$ cat src/rtl/bios_loader.sv
// BIOS image loader: packs SPI download bytes into 16-bit words, double-buffers them
// in two ping-pong banks and drains full banks over the bios_wr/bios_req handshake.
// Optional: define BIOS_LOADER_CHECKSUM_EN to add a running 16-bit checksum output.
module bios_loader #(
  parameter int unsigned BANK_WORDS = 32,
  parameter logic [15:0] PAD_WORD   = 16'hFFFF
) (
  input  logic        clk_sys,
  input  logic        reset,
  input  logic        ioctl_download,
  input  logic        ioctl_wr,
  input  logic [24:0] ioctl_addr,
  input  logic [7:0]  ioctl_dout,
  input  logic        bios_req,
  output logic        bios_wr,
  output logic [13:0] bios_addr,
  output logic [15:0] bios_din,
  output logic        bios_loaded,
  output logic        overflow
`ifdef BIOS_LOADER_CHECKSUM_EN
  ,
  output logic [15:0] checksum
`endif
);

  localparam int unsigned AW = $clog2(BANK_WORDS);
  localparam logic [AW-1:0] LAST = AW'(BANK_WORDS - 1);

  typedef enum logic [1:0] {IDLE, DRAIN, DONE} state_t;
  state_t state, state_n;

  logic [15:0]                mem [2][BANK_WORDS];
  logic [1:0][BANK_WORDS-1:0] wvld;
  logic [1:0]                 full, anyw;
  logic                       rbank, last_bank, lo_pend, fin_pend, dl_q;
  logic [AW-1:0]              rptr, lo_idx;
  logic [7:0]                 lo_byte;
  logic [13:0]                next_addr;

  logic          rise, fall, addr_hi, wbank, wr_ok, drop;
  logic [AW-1:0] widx;
  logic          take, wrap, flip, finish;
  logic          mem_we;
  logic          mem_wb;
  logic [AW-1:0] mem_wi;
  logic [15:0]   mem_wd, rd_word;
  logic          unused_addr;

  assign rise    = ioctl_download & ~dl_q;
  assign fall    = ~ioctl_download & dl_q;
  assign addr_hi = |ioctl_addr[24:15];
  assign wbank   = ioctl_addr[AW+1];
  assign widx    = ioctl_addr[AW:1];
  assign wr_ok   = ioctl_download & ioctl_wr & ~addr_hi & ~full[wbank];
  assign drop    = ioctl_download & ioctl_wr & (addr_hi | full[wbank]);
  assign rd_word = wvld[rbank][rptr] ? mem[rbank][rptr] : PAD_WORD;
  assign unused_addr = ^ioctl_addr[14:AW+2];

  // Completed pairs write during download; a dangling even byte is closed out at the falling edge
  always_comb begin
    mem_we = 1'b0;
    mem_wb = wbank;
    mem_wi = widx;
    mem_wd = {ioctl_dout, lo_byte};
    if (wr_ok && ioctl_addr[0]) begin
      mem_we = 1'b1;
    end else if (fall && lo_pend) begin
      mem_we = 1'b1;
      mem_wb = last_bank;
      mem_wi = lo_idx;
      mem_wd = {8'hFF, lo_byte};
    end
  end

  always_ff @(posedge clk_sys)
    if (mem_we) mem[mem_wb][mem_wi] <= mem_wd;

  always_ff @(posedge clk_sys)
    if (reset) state <= IDLE;
    else       state <= state_n;

  always_comb begin
    state_n = state;
    take    = 1'b0;
    wrap    = 1'b0;
    flip    = 1'b0;
    finish  = 1'b0;
    unique case (state)
      IDLE:
        if (full[rbank])       state_n = DRAIN;
        else if (full[~rbank]) flip = 1'b1;  // out-of-order fill: never strand a full bank
        else if (fin_pend) begin
          state_n = DONE;
          finish  = 1'b1;
        end
      DRAIN:
        if (bios_req) begin
          take = 1'b1;
          if (rptr == LAST) begin
            wrap = 1'b1;
            if (!full[~rbank]) state_n = IDLE;
          end
        end
      default: ;
    endcase
    if (rise) begin
      state_n = IDLE;
      take    = 1'b0;
      wrap    = 1'b0;
      flip    = 1'b0;
      finish  = 1'b0;
    end
  end

  always_ff @(posedge clk_sys) begin
    if (reset) begin
      dl_q <= 1'b0;  full <= '0;  anyw <= '0;  wvld <= '0;
      rbank <= 1'b0;  rptr <= '0;  next_addr <= '0;
      last_bank <= 1'b0;  lo_pend <= 1'b0;  lo_byte <= '0;  lo_idx <= '0;
      fin_pend <= 1'b0;  bios_wr <= 1'b0;  bios_addr <= '0;  bios_din <= '0;
      bios_loaded <= 1'b0;  overflow <= 1'b0;
`ifdef BIOS_LOADER_CHECKSUM_EN
      checksum <= '0;
`endif
    end else begin
      dl_q    <= ioctl_download;
      bios_wr <= (state_n == DRAIN);
      if (take) begin
        bios_din  <= rd_word;
        bios_addr <= next_addr;
        next_addr <= next_addr + 14'd1;
        rptr      <= rptr + 1'b1;
`ifdef BIOS_LOADER_CHECKSUM_EN
        checksum  <= checksum + rd_word;
`endif
      end
      if (wrap || flip) rbank <= ~rbank;
      if (wrap) begin
        full[rbank] <= 1'b0;
        anyw[rbank] <= 1'b0;
        wvld[rbank] <= '0;
      end
      if (finish) begin
        bios_loaded <= 1'b1;
        fin_pend    <= 1'b0;
      end
      if (wr_ok) begin
        last_bank <= wbank;
        if (!ioctl_addr[0]) begin
          lo_byte <= ioctl_dout;
          lo_idx  <= widx;
          lo_pend <= 1'b1;
        end else begin
          lo_pend           <= 1'b0;
          anyw[wbank]       <= 1'b1;
          wvld[wbank][widx] <= 1'b1;
          if (widx == LAST) full[wbank] <= 1'b1;
        end
      end
      if (drop) overflow <= 1'b1;
      // Unwritten words of a flushed bank read back as PAD_WORD through wvld
      if (fall) begin
        fin_pend <= 1'b1;
        lo_pend  <= 1'b0;
        if (lo_pend) begin
          anyw[last_bank]         <= 1'b1;
          wvld[last_bank][lo_idx] <= 1'b1;
        end
        if ((anyw[last_bank] || lo_pend) && !full[last_bank]) full[last_bank] <= 1'b1;
      end
      if (rise) begin
        full <= '0;  anyw <= '0;  wvld <= '0;
        rbank <= 1'b0;  rptr <= '0;  next_addr <= '0;
        lo_pend <= 1'b0;  fin_pend <= 1'b0;
        overflow <= 1'b0;  bios_loaded <= 1'b0;
`ifdef BIOS_LOADER_CHECKSUM_EN
        checksum <= '0;
`endif
      end
    end
  end

endmodule

$ cat config.mk
export PLATFORM = sky130hd
export DESIGN_NAME = bios_loader
export DESIGN_NICKNAME = d
export VERILOG_FILES = /design/src/rtl/bios_loader.sv
export SDC_FILE = /design/constraint.sdc
export NUM_CORES = 1
export LEC_CHECK = 0
export BUFFER_PORTS_ARGS = -buffer_cell sky130_fd_sc_hd__buf_2
export CORE_MARGIN = 1.5
export CORE_UTILIZATION = 56
export DETAILED_ROUTE_END_ITERATION = 10
export GPL_TIMING_DRIVEN = 0
export PLACE_DENSITY = 0.75
export SYNTH_ARGS = -nofsm -noshare
export SYNTH_HDL_FRONTEND = slang
export SYNTH_SLANG_ARGS = --single-unit
$ cat constraint.sdc
create_clock -name clk_sys -period 2.9 [get_ports clk_sys]
set_clock_uncertainty 0.05 [all_clocks]
set_input_delay 0.435 -clock clk_sys [delete_from_list [all_inputs] [get_ports clk_sys]]
set_output_delay 0.435 -clock clk_sys [all_outputs]
set_load 0.02 [all_outputs]
==> flow_summary_export.csv <==
group,metric,value,unit
status,status,"complete, but fails checks",
status,violations,"negative setup slack",
yosys,synth_common_cells,"edfxtp_1 (1024), nor2_1 (204), mux2_2 (149), mux4_2 (149), dfxtp_1 (141)",
cts,clkTransAtPathRegs,0.07,ns
critical_path,cp_top_family,"compound AO/OA/AOI/OAI gates",
timing,fin_ws,-0.1905,ns
global_route,grt_antenna_before_repair,3,
die,rows,104,
die,die_y,288.4,um
detailed_routing,via_count,27730,
finish,post-route-util,67.13,%
cts,clock_latency,0.72,ns
timing,worstMarginPinSlew,1.246,ns
min_path,hp-class,"input port to flop",
power_and_ir_drop,seq_power_share,54.2,%
place,place_ws,-1.603,ns
yosys,yosysMostFrequentCell,"edfxtp_1",
critical_path,critPathBufInv,4,
cts,cts_max_path_buffers,3,
place,dp_hpwl,83.40,mm
finish,instances_no_fill,4050,
global_route,grt_max_degree,66,
timing,final_max_slew_viol_count,0,
detailed_routing,drc,0,
global_route,grt_pass1_wl,189.5,mm
yosys,synth_warnings,0,
power_and_ir_drop,p_leak,18.46,nW
place,io_buffers,61,
detailed_routing,dr.pass1.iters,11,
cts,numCtsBuffers,112,
job,max-cap-violations,0,
detailed_routing,drt_iter0_drc,4711,
power_and_ir_drop,p_sw,6.672,mW
timing,period_share,106.6,%
detailed_routing,wl_per_cell,33.10,um
power_and_ir_drop,max-vdd-ir-drop,0.0006885,V
yosys,ys_ff_latch,1165,
power_and_ir_drop,p_total,33.37,mW
detailed_routing,via_per_inst,6.847,
place,place_congestion,0.9646,
finish,drive_gt1_share,31.43,%
global_route,grt_pass1_vias,27030,
timing,max_slew_margin,16.28,%
power_and_ir_drop,powerDensity,617.2,nW/um2
cts,htreeDepth,3,
place,numPlacedInstances,3728,
critical_path,startpoint_type,"flop",
yosys,synth_top_area_share,67.42,%
critical_path,slowest_stage,"a222oi_1",
yosys,syn_nets,2590,
power_and_ir_drop,internal-power,26.70,mW
global_route,gr-total-overflow,0,
yosys,synth_edf_count,1024,
die,ios,71,
critical_path,cp-end-kind,"flop",
die,dieArea,83170,um2
detailed_routing,antenna_left,0,
die,core,80550,um2
detailed_routing,wirelength,134.0,mm
critical_path,slowest_delay,0.90,ns
die,die_w,288.4,um
critical_path,crit_chain,"buf_12, buf_4, and3b_2, buf_8, buf_4, a222oi_1, nand4_1, nand4_1, a211oi_2",
power_and_ir_drop,combPwrFrac,1.0,%
finish,nNetsFinal,2932,
timing,fmaxAchievable,323.6,MHz
die,start_util,56.63,%
yosys,yosysTopAreaCell,"edfxtp_1",
yosys,yosysUniqueCellTypes,63,
critical_path,reg2reg_slack,-0.19,ns
yosys,ys_seq_area_share,73.61,%
critical_path,crit_type,"flop to flop",
cts,clkSinkCount,1165,
cts,root_buffer,"clkbuf_16",
yosys,syn_area,45610,um2
global_route,grtUsageTotal,32.28,%
timing,setup_viol,31,
critical_path,crit_fanout,7,
power_and_ir_drop,clkPwrFrac,44.8,%
critical_path,cp_data_required_time,3.42,ns
finish,area_growth,18.55,%
critical_path,cp.arrival,3.61,ns
yosys,syn_area_per_cell,17.89,um2
yosys,synth_area_leaders,"edfxtp_1 (67%), mux4_2 (7.4%), dfxtp_1 (6.2%), mux2_2 (3.7%), mux2i_1 (2.6%)",
power_and_ir_drop,swShare,19.99,%
cts,cts_tree,"yes",
yosys,ys_async_sr_fraction,0,%
timing,rsz0062_at_grt,"true",
yosys,synth_flop_cell,"edfxtp_1",
yosys,syn_inst,2549,
timing,hold_viol,0,
timing,finalCriticalPeriod,3.090,ns
## sequential cells by signal (all words and copies together), names as in the netlist, 2 cells and up, named ones only
signal and flops:
anyw 2, bios_addr 14, bios_din 16, full 2, lo_byte 8, lo_idx 5
mem 1024, next_addr 14, rptr 5, state 2, wvld 64
## metrics by stage
step	setup TNS (ns)	hold slack (ns)	instance area, um2
floorplan	-41.52	0.3944	45630
global placement	-2336.71	0.3970	47260
detailed placement	-1078.89	0.3991	48440
CTS	-0.4006	0.003678	53650
global route	-0.8131	0.04634	54070
finish	-1.126	0.02036	54070
## per-layer routing
layer	global-route usage, %	part of all wire, %	up-vias
met5	0	0.037	-
met4	16.73	5.9	6
met3	9.226	13	445
met2	49.36	46	2172
met1	42.51	35	14020
li1	-	-	11090
## final cells by class
type / instances / area [um2]
multi-input combinational: 1221 / 11790
clock inverter: 79 / 825.8
clock buffer: 132 / 2962
sequential: 1165 / 33600
timing repair buffer: 239 / 2509
buffer: 145 / 1026
fill: 5015 / 26480
tap: 1060 / 1326
antenna: 2 / 5.005
inverter: 7 / 26.28
## power by group through the flow
stage	Sequential [mW]	Clock [mW]	Combinational, mW
2_1_floorplan	18.5	0	0.136
3_3_place_gp	18.5	0	0.277
3_5_place_dp	18.5	0	0.310
4_1_cts	18.1	14.9	0.329
5_1_grt	18.1	15.6	0.356
6_report	18.1	14.9	0.340
## cell families (layout without fill, tap and decap cells)
family / after synthesis / after routing / share of synthesized area [%]
other: 0 / 2 / 0
AO/OA/AOI/OAI: 316 / 316 / 5.747
flip-flops: 1165 / 1165 / 73.61
AND/OR/NAND/NOR: 475 / 475 / 4.973
adder cells (fa/ha/maj): 3 / 3 / 0.08230
buffers and inverters: 163 / 602 / 1.758
XOR/XNOR: 12 / 12 / 0.2304
multiplexers: 415 / 415 / 13.60
## worst register-to-register path, stage by stage, from the launching register on
cell and delay (ns):
dfxtp_4 0.36, buf_12 0.15, buf_4 0.16, and3b_2 0.27, buf_8 0.15, buf_4 0.14, a222oi_1 0.90, nand4_1 0.39
nand4_1 0.30, a211oi_2 0.10
## layout by cell type, fill, tap and decap left out, types with 10 or more instances in the layout
cell / n
nand4_1: 48
mux4_2: 149
a22o_1: 19
buf_2: 91
nor2_2: 52
mux2i_1: 115
o22ai_1: 24
clkbuf_2: 14
clkbuf_4: 11
clkbuf_16: 115
edfxtp_1: 1024
a2111o_1: 15
a21oi_1: 58
mux2_2: 141
nand3_1: 27
nor3_4: 12
buf_12: 44
clkbuf_1: 59
nand2_1: 94
buf_8: 40
buf_6: 16
a222oi_1: 91
a22oi_1: 20
nor2_4: 22
o22a_1: 28
clkinv_2: 26
nor2_1: 130
a221oi_1: 16
dfxtp_1: 127
buf_4: 98
clkinv_1: 27
a211oi_2: 10
bufinv_16: 14
## path summary, 6_finish.rpt
path,from,end,cells after the start
max,rptr[0],bios_din[11],9
min,ioctl_wr,overflow,3
max reg2reg,rptr[0],bios_din[11],9
min reg2reg,bios_addr[2],bios_addr[2],2
## what timing repair did
action,CTS,global route
pin swaps,54,23
endpoints found under the setup margin,1097,502
hold buffers,9,0
endpoints found under the hold margin,9,0
resized for setup,159,71
buffers inserted,70,41
Note: power is estimated with default switching activity, not from simulation.
